`config.mk`:
```
export PLATFORM = sky130hd
export DESIGN_NAME = mem_align_unit
export DESIGN_NICKNAME = d
export VERILOG_FILES = /design/src/rtl/mem_align_unit.sv
export SDC_FILE = /design/constraint.sdc
export NUM_CORES = 1
export LEC_CHECK = 0
export BUFFER_PORTS_ARGS = -buffer_cell sky130_fd_sc_hd__buf_2
export CAP_MARGIN = 40
export CORE_MARGIN = 5
export CORE_UTILIZATION = 40
export DETAILED_ROUTE_END_ITERATION = 6
export GPL_TIMING_DRIVEN = 1
export PLACE_DENSITY_LB_ADDON = 0.05
export SETUP_SLACK_MARGIN = 0.3
export SYNTH_ARGS = -nofsm -noshare
export SYNTH_HDL_FRONTEND = slang
export SYNTH_SLANG_ARGS = --single-unit
```
`constraint.sdc`:
```
create_clock -name clk -period 3.3 [get_ports clk]
set_input_delay 0 -clock clk [delete_from_list [all_inputs] [get_ports clk]]
set_output_delay 0 -clock clk [all_outputs]
set_load 0.02 [all_outputs]
```
`src/rtl/mem_align_unit.sv`:
```
// Load/store alignment stage: maps a byte-addressed request onto a word memory
// with byte enables, splitting accesses that straddle a word boundary.
module mem_align_unit #(
    parameter int unsigned ADDR_W = 32
) (
    input  logic              clk,
    input  logic              rst_n,
    input  logic              req_valid,
    output logic              req_ready,
    input  logic              req_load,
    input  logic [2:0]        req_fun3,
    input  logic [ADDR_W-1:0] req_addr,
    input  logic [31:0]       req_wdata,
    output logic              rsp_valid,
    output logic [31:0]       rsp_rdata,
    output logic [2:0]        rsp_fun3,
    output logic              rsp_misaligned,
    output logic              mem_req,
    output logic              mem_we,
    output logic [3:0]        mem_be,
    output logic [ADDR_W-1:0] mem_addr,
    output logic [31:0]       mem_wdata,
    input  logic [31:0]       mem_rdata,
    input  logic              mem_ack
);

    localparam logic [1:0] IDLE = 2'd0;
    localparam logic [1:0] ACC0 = 2'd1;
    localparam logic [1:0] ACC1 = 2'd2;
    localparam logic [1:0] DONE = 2'd3;

    logic [1:0]        state;
    logic              load_q;
    logic [2:0]        fun3_q;
    logic [ADDR_W-1:0] addr_q;
    logic [31:0]       wdata_q;
    logic [31:0]       acc_q;

    logic [1:0]        off;
    logic [3:0]        size_be;
    logic [31:0]       size_mask;
    logic [7:0]        be_span;
    logic [63:0]       wdata_span;
    logic              split;
    logic [ADDR_W-3:0] word0;
    logic [ADDR_W-3:0] word1;
    logic [5:0]        hi_shift;

    assign off = addr_q[1:0];

    always_comb begin
        size_be   = 4'b1111;
        size_mask = '1;
        case (fun3_q[1:0])
            2'b00: begin size_be = 4'b0001; size_mask = 32'h0000_00FF; end
            2'b01: begin size_be = 4'b0011; size_mask = 32'h0000_FFFF; end
            default: ;
        endcase
    end

    // Shifting into a double-width span yields both words at once: the low half
    // is the first access, the high half is whatever spilled into the next word.
    assign be_span    = {4'b0000, size_be} << off;
    assign wdata_span = {32'h0, wdata_q} << {off, 3'b000};
    assign split      = |be_span[7:4];
    assign hi_shift   = 6'd32 - {1'b0, off, 3'b000};

    assign word0 = addr_q[ADDR_W-1:2];
    assign word1 = word0 + {{(ADDR_W-3){1'b0}}, 1'b1};

    assign req_ready      = (state == IDLE);
    assign rsp_valid      = (state == DONE);
    assign rsp_rdata      = acc_q & size_mask;
    assign rsp_fun3       = fun3_q;
    assign rsp_misaligned = split;

    always_comb begin
        mem_req   = 1'b0;
        mem_we    = 1'b0;
        mem_be    = '0;
        mem_addr  = '0;
        mem_wdata = '0;
        if (state == ACC0) begin
            mem_req   = 1'b1;
            mem_we    = ~load_q;
            mem_be    = be_span[3:0];
            mem_addr  = {word0, 2'b00};
            mem_wdata = wdata_span[31:0];
        end else if (state == ACC1) begin
            mem_req   = 1'b1;
            mem_we    = ~load_q;
            mem_be    = be_span[7:4];
            mem_addr  = {word1, 2'b00};
            mem_wdata = wdata_span[63:32];
        end
    end

    always_ff @(posedge clk or negedge rst_n) begin
        if (!rst_n) begin
            state   <= IDLE;
            load_q  <= 1'b0;
            fun3_q  <= '0;
            addr_q  <= '0;
            wdata_q <= '0;
            acc_q   <= '0;
        end else begin
            case (state)
                IDLE: begin
                    if (req_valid) begin
                        load_q  <= req_load;
                        fun3_q  <= req_fun3;
                        addr_q  <= req_addr;
                        wdata_q <= req_wdata;
                        acc_q   <= '0;
                        state   <= ACC0;
                    end
                end
                ACC0: begin
                    if (mem_ack) begin
                        if (load_q) acc_q <= mem_rdata >> {off, 3'b000};
                        state <= split ? ACC1 : DONE;
                    end
                end
                ACC1: begin
                    if (mem_ack) begin
                        if (load_q) acc_q <= acc_q | (mem_rdata << hi_shift);
                        state <= DONE;
                    end
                end
                default: state <= IDLE;
            endcase
        end
    end

endmodule

```
==> qor.csv, run 1 <==
stage,metric,value,unit
power_and_ir_drop,leakage,4.50,nW
synth,synth_cells,736,
power_and_ir_drop,p_switching,4.65,mW
clocking,numCtsBuffers,9,
synth,yosysUniqueCellTypes,64,
placed_design,place_hpwl,16.9,mm
clocking,clk_latency,0.35,ns
setup_path,slowest_delay,0.55,ns
sta,fin_crit,2.83,ns
detailed_routing,wl_per_cell,19.4,um
die,die_x,144,um
die,die_y,144,um
detailed_routing,route.detailed.drc,0,
sta,worst_slack,0.465,ns
sta,finalClockSkew,0.00634,ns
setup_path,worst_ep_required_time,3.30,ns
finish,synthToLayoutAreaGrowth,31.1,%
detailed_routing,drt_iter0_markers,364,
grt,grt_first_pass_wirelength,37.1,mm
clocking,h-tree-depth,3,
synth,netlist_area,7170,um^2
sta,setup_viol,0,
synth,post-synth-top-area-cell,dfrtp_1,
die,coreArea,17800,um^2
clocking,cts_root_buffer,clkbuf_16,
detailed_routing,ant_nets,0,
sta,rsz0062_at_grt,no,
power_and_ir_drop,internal_power,4.82,mW
placed_design,io_buffer_count,209,
detailed_routing,vias,7051,
sta,fin_setup_tns,0,ns
setup_path,worstPathCellList,"inv_1, ha_2, nand3b_1, or4_4, or4_1, a21oi_1, buf_2",
synth,ys.flop_type,dfrtp_1,
grt,grt_pass1_vias,7050,
sta,fin_crit_sh,85.9,%
grt,grt_max_degree,50,
sta,slew_viol_final,0,
power_and_ir_drop,ir_drop,0.546,mV
power_and_ir_drop,clkPwrFrac,10.7,%
clocking,path_clk_slew,0.07,ns
placed_design,preCtsSetupSlack,0.683,ns
finish,final_area,9390,um^2
setup_path,path_class,reg2out,
grt,grt.total_usage,22.5,%
clocking,cts_tree,yes,
finish,drive_gt1_share,36.6,%
power_and_ir_drop,p_per_area,1010,nW/um^2
die,io_pins,212,
grt,overflow,0,
die,initial_core_util,40.3,%
placed_design,gp_congestion,0.896,
setup_path,endpoint_kind,primary output,
run,cap_viol_max_count,0,
setup_path,path_max_fanout,17,
grt,antenna_found_initial,0,
placed_design,postPlaceCellArea,8390,um^2
power_and_ir_drop,comb_power_share,63.1,%
finish,nNetsFinal,1096,
setup_path,path_buf_inv,2,
setup_path,slowest_stage,or4_4,
finish,diodes,0,
min_path,hold_path_class,in2reg,
power_and_ir_drop,total_power,9.47,mW
sta,max_freq,0.353,GHz
die,dieArea,20700,um^2
clocking,clock_sinks,102,
synth,yosysWarningCount,0,
die,rows,49,
detailed_routing,wirelength,23.7,mm
synth,ys_ff_latch,102,
synth,postSynthAreaPerCell,9.74,um^2
sta,slew_headroom,42.4,%
setup_path,cp_data_arrival_time,2.83,ns
sta,worst_pin_slew,0.864,ns
detailed_routing,drt_pass1_iterations,5,
synth,yosys.area.top_type_share,35.6,%
setup_path,critPathLaunchType,flip-flop,
synth,ys_seq_area_share,35.6,%
synth,synthTopCellsByArea,"dfrtp_1, mux2_2, mux2i_1, mux4_2, a21oi_1",
sta,timing_hold_violations_final,0,
power_and_ir_drop,seq_power_share,26.3,%
detailed_routing,vias_per_cell,5.79,
power_and_ir_drop,swShare,49.1,%
clocking,cts_buffer_depth,2,
status,status,"complete, no violations",
synth,synth_edf_count,0,
synth,async_flop_share,100,%
setup_path,path_delay_family,simple AND/OR/NAND/NOR gates,
[state kept, by name, summed over array words and instances, names as in the netlist]
name / count
wdata_q: 32
addr_q: 32
rsp_fun3: 3
acc_q: 32
load_q: 1
state: 2
[power by group through the flow]
| stage | clock network, mW | logic [mW] | registers [mW] |
|---|---|---|---|
| after floorplan | 0 | 4.36 | 2.22 |
| after global placement | 0 | 5.82 | 2.46 |
| after detailed placement | 0 | 5.89 | 2.50 |
| after CTS | 1.04 | 5.97 | 2.48 |
| after global routing | 1.08 | 6.54 | 2.57 |
| final | 1.01 | 5.98 | 2.49 |
[per-layer routing]
layer	routed length (um)	GRT usage (%)
met1	10200	29.6
met3	1660	4.76
met5	0	0
met4	492	7.04
met2	11400	37.1
[worst paths after layout]
kind                                  startpoint                    end  slack [ns]  cells after the start
max                         state[1]$_DFFE_PN0P_           mem_addr[20]        0.47                      7
min                                mem_rdata[25]  acc_q[25]$_DFFE_PN0P_        0.03                      3
max reg2reg                addr_q[1]$_DFFE_PN0P_  acc_q[29]$_DFFE_PN0P_        0.68                      6
min reg2reg                acc_q[28]$_DFFE_PN0P_  acc_q[28]$_DFFE_PN0P_        0.50                      2
max in group asynchronous                  rst_n  addr_q[0]$_DFFE_PN0P_        2.21                      3
min in group asynchronous                  rst_n  acc_q[20]$_DFFE_PN0P_        0.18                      2
[layout by cell type (no fill, tap or decap), types with 8 or more instances in the layout]
cell / n
a21oi_1: 57
a22o_1: 17
a22oi_1: 16
and2_1: 18
and3_1: 9
buf_2: 208
buf_4: 24
clkbuf_16: 9
dfrtp_1: 100
dlygate4sd3_1: 70
inv_1: 9
mux2_2: 77
mux2i_1: 42
mux4_2: 16
nand2_1: 59
nand3_1: 10
nand4_1: 8
nor2_1: 31
nor2b_1: 12
o211a_1: 16
o211ai_1: 8
o21ai_0: 47
o221ai_1: 8
o22ai_1: 10
o31ai_1: 11
or4_1: 11
[area by class of cell]
type                       instances  area, um^2
tap                              229         287
clock buffer                      11         243
sequential                       102        2550
timing repair buffer             303        1940
multi-input combinational        559        4310
fill                            1704        8390
inverter                          10        37.5
clock inverter                     4        23.8
[synth_stat cells (6+ instances only)]
cell / instances
dfrtp_1: 102
mux2_2: 77
nand2_1: 60
a21oi_1: 57
o21ai_0: 47
mux2i_1: 42
clkbuf_1: 36
nor2_1: 33
and2_1: 18
a22o_1: 17
a22oi_1: 16
mux4_2: 16
o211a_1: 16
nor2b_1: 12
buf_2: 11
nand3_1: 11
o31ai_1: 11
or4_1: 11
buf_4: 10
o22ai_1: 10
and3_1: 9
inv_1: 9
buf_1: 8
nand4_1: 8
o211ai_1: 8
o221ai_1: 8
ha_1: 7
o2bb2ai_1: 7
a21o_1: 6
[metrics by stage]
stage               utilization (%)  hold WS (ns)  cells
finish                         52.8        0.0264   1218
detailed placement             47.2        0.0362   1129
global placement               47.2        0.0341   1129
global route                   52.8        0.0156   1218
CTS                            52.6       0.00251   1214
floorplan                         -        -0.296    737
[cells by family after synthesis]
family | share of synthesized area (%)
and+or+nand+nor | 13.8
muxes | 23.0
AOI/OAI and AO/OA | 20.6
buffers and inverters | 4.80
adders and majority gates | 1.22
other | 0.0523
DFF | 35.6
xor gates and xnor gates | 0.978
[what timing repair did]
item,in CTS,in global routing
hold buffers,70,0
hold endpoints to repair,109,0
setup endpoints to repair,0,21
gates resized for setup,0,3
setup buffers,0,4
[worst min-delay path: cells and delay by family]
kind / cells / cell delay, ns
AOI/OAI and AO/OA: 1 / 0.08
and+or+nand+nor: 1 / 0.12
buffers and inverters: 1 / 0.14
Note: power is estimated with default switching activity, not from simulation.
==> run 2, diff against run 1 <==
Settings changed: CORE_MARGIN 5 to 2, HOLD_SLACK_MARGIN set to 0.1.
==> run 2 against run 1 <==
- cell count is 0.16% higher
- clock skew is 0.0017 ns higher
- largest power group unchanged
- sequential power is 4% lower
==> qor.csv, run 2 (synthesized netlist as in run 1, its figures left out) <==
stage,metric,value,unit,change
detailed_routing,drt_iter0_markers,358,,-1.6%
setup_path,r2r_cells,7,,+1
detailed_routing,drt_pass1_iterations,5,,unchanged
die,die_x,138,um,-4.2%
sta,slew_viol_final,0,,unchanged
sta,fin_crit,2.86,ns,+0.0240 ns
detailed_routing,dr_wl_met2,11.4,mm,about the same
finish,post-route-util,54.6,%,+1.8 points
grt,grt_pass1_vias,6886,,-2.3%
finish,synthToLayoutAreaGrowth,32.8,%,
grt,antenna_found_initial,0,,unchanged
setup_path,r2r_slack,0.80,ns,+0.12 ns
clocking,clk_latency,0.36,ns,about the same
setup_path,rr_startpoint,state[1]$_DFFE_PN0P_,,
detailed_routing,wirelength,23.6,mm,-0.43%
finish,mostFrequentLayoutCells,"buf_2, dfrtp_1, mux2_2, dlygate4sd3_1, nand2_1",,
detailed_routing,met3_length,1.52,mm,-8.4%
grt,overflow,0,,unchanged
finish,drive_gt1_share,36.3,%,-0.32 points
clocking,clock_sinks,102,,unchanged
sta,rsz0062_at_grt,no,,
detailed_routing,wl_per_cell,19.3,um,-0.59%
power_and_ir_drop,leakage,4.55,nW,+0.97%
finish,diodes,0,,unchanged
grt,grt_first_pass_wirelength,36.4,mm,-1.7%
clocking,h-tree-depth,3,,unchanged
detailed_routing,wl_met1,9.97,mm,-2.0%
setup_path,worst_ep_required_time,3.30,ns,about the same
placed_design,postPlaceCellArea,8400,um^2,+0.18%
detailed_routing,route.detailed.drc,0,,unchanged
run,cap_viol_max_count,0,,unchanged
die,die_y,138,um,-4.2%
placed_design,io_buffer_count,209,,unchanged
setup_path,crit_path_end,mem_addr[30],,
detailed_routing,ant_nets,0,,unchanged
sta,max_freq,0.350,GHz,-0.84%
detailed_routing,vias,7023,,-0.40%
clocking,cts_setup_buffers,0,,unchanged
setup_path,path_max_fanout,11,,-6
die,rows,48,,-2.0%
setup_path,critPathLaunchType,flip-flop,,
die,dieArea,19000,um^2,-8.2%
finish,final_area,9520,um^2,+1.3%
sta,timing_hold_violations_final,0,,unchanged
sta,slew_headroom,48.1,%,+5.8 points
min_path,hold_path_class,in2reg,,
sta,finalClockSkew,0.00805,ns,+0.00170 ns
clocking,cts_tree,yes,,
setup_path,cp_data_arrival_time,2.86,ns,+0.03 ns
sta,setup_viol,0,,unchanged
die,io_pins,212,,unchanged
clocking,path_clk_slew,0.07,ns,about the same
detailed_routing,top_layer,met4,,
finish,mostFrequentLayoutCell,buf_2,,
clocking,cts_root_buffer,clkbuf_16,,
setup_path,startpoint,state[1]$_DFFE_PN0P_,,
grt,grt_max_degree,65,,+30%
finish,top_regs,"acc_q (32), addr_q (32), wdata_q (32)",,
sta,fin_crit_sh,86.6,%,+0.73 points
setup_path,endpoint_kind,primary output,,
clocking,numCtsBuffers,9,,unchanged
clocking,cts_buffer_depth,2,,unchanged
die,coreArea,17400,um^2,-2.0%
power_and_ir_drop,ir_drop,0.454,mV,-17%
die,initial_core_util,41.1,%,+0.84 points
placed_design,place_hpwl,16.7,mm,-1.3%
setup_path,path_class,reg2out,,
sta,fin_setup_tns,0,ns,unchanged
sta,worst_pin_slew,0.778,ns,-0.0864 ns
power_and_ir_drop,p_per_area,1020,nW/um^2,+1.4%
finish,nNetsFinal,1101,,+0.46%
min_path,hold_depth,4,,+1
detailed_routing,vias_per_cell,5.76,,-0.56%
setup_path,r2r_end,acc_q[21]$_DFFE_PN0P_,,
placed_design,gp_congestion,0.823,,-8.2%
status,status,"complete, no violations",,
grt,grt.total_usage,24.7,%,+2.3 points
==> run 2: final cells by class <==
type                       instances  area (um^2)
inverter                          10         37.5
clock buffer                      10          239
multi-input combinational        559         4300
sequential                       102         2550
timing repair buffer             308         2010
tap                              225          282
fill                            1658         7900
clock inverter                     6         93.8
==> run 2: metal layers <==
layer / vias to the layer above / GRT usage [%]
met1: 3431 / 31.7
met2: 274 / 41.6
met5: - / 0
met3: 43 / 4.13
met4: 0 / 9.81
li1: 3275 / -
==> run 2: worst min path at each step <==
stage / start / end / slack, ns
after global placement: rst_n / acc_q[5]$_DFFE_PN0P_ / 0.13
after floorplan: rst_n / acc_q[0]$_DFFE_PN0P_ / -0.30
after global routing: mem_rdata[2] / acc_q[2]$_DFFE_PN0P_ / 0.14
final: mem_rdata[5] / acc_q[5]$_DFFE_PN0P_ / 0.11
after detailed placement: rst_n / acc_q[5]$_DFFE_PN0P_ / 0.13
after CTS: mem_rdata[24] / acc_q[24]$_DFFE_PN0P_ / 0.10
==> run 2: per-stage QoR <==
step | hold WS [ns] | cells | setup slack (ns) | power, mW
final | 0.109 | 1220 | 0.441 | 9.73
after global routing | 0.136 | 1220 | 0.311 | 10.4
after CTS | 0.100 | 1220 | 0.351 | 9.76
after detailed placement | 0.130 | 1127 | 0.750 | 8.45
after global placement | 0.128 | 1125 | 0.838 | 8.28
after floorplan | -0.296 | 737 | 0.465 | 6.58
==> run 2: critical path, stage by stage, from the launching register on <==
cell	delay, ns
dfrtp_1	0.42
inv_1	0.09
ha_2	0.24
nand3b_1	0.32
or4_4	0.56
or4_1	0.50
a21oi_1	0.17
buf_2	0.19
==> run 2: what timing repair did <==
item / 4_1_cts / 5_1_grt
endpoints found under the hold margin: 131 / 0
hold buffers: 77 / 0
resized for setup: 0 / 3
endpoints found under the setup margin: 0 / 15
==> run 2: where the power goes <==
group	switching [mW]	total (mW)	internal, mW
Clock	0.511	1.20	0.691
Sequential	0.602	2.39	1.79
Combinational	3.62	6.14	2.52
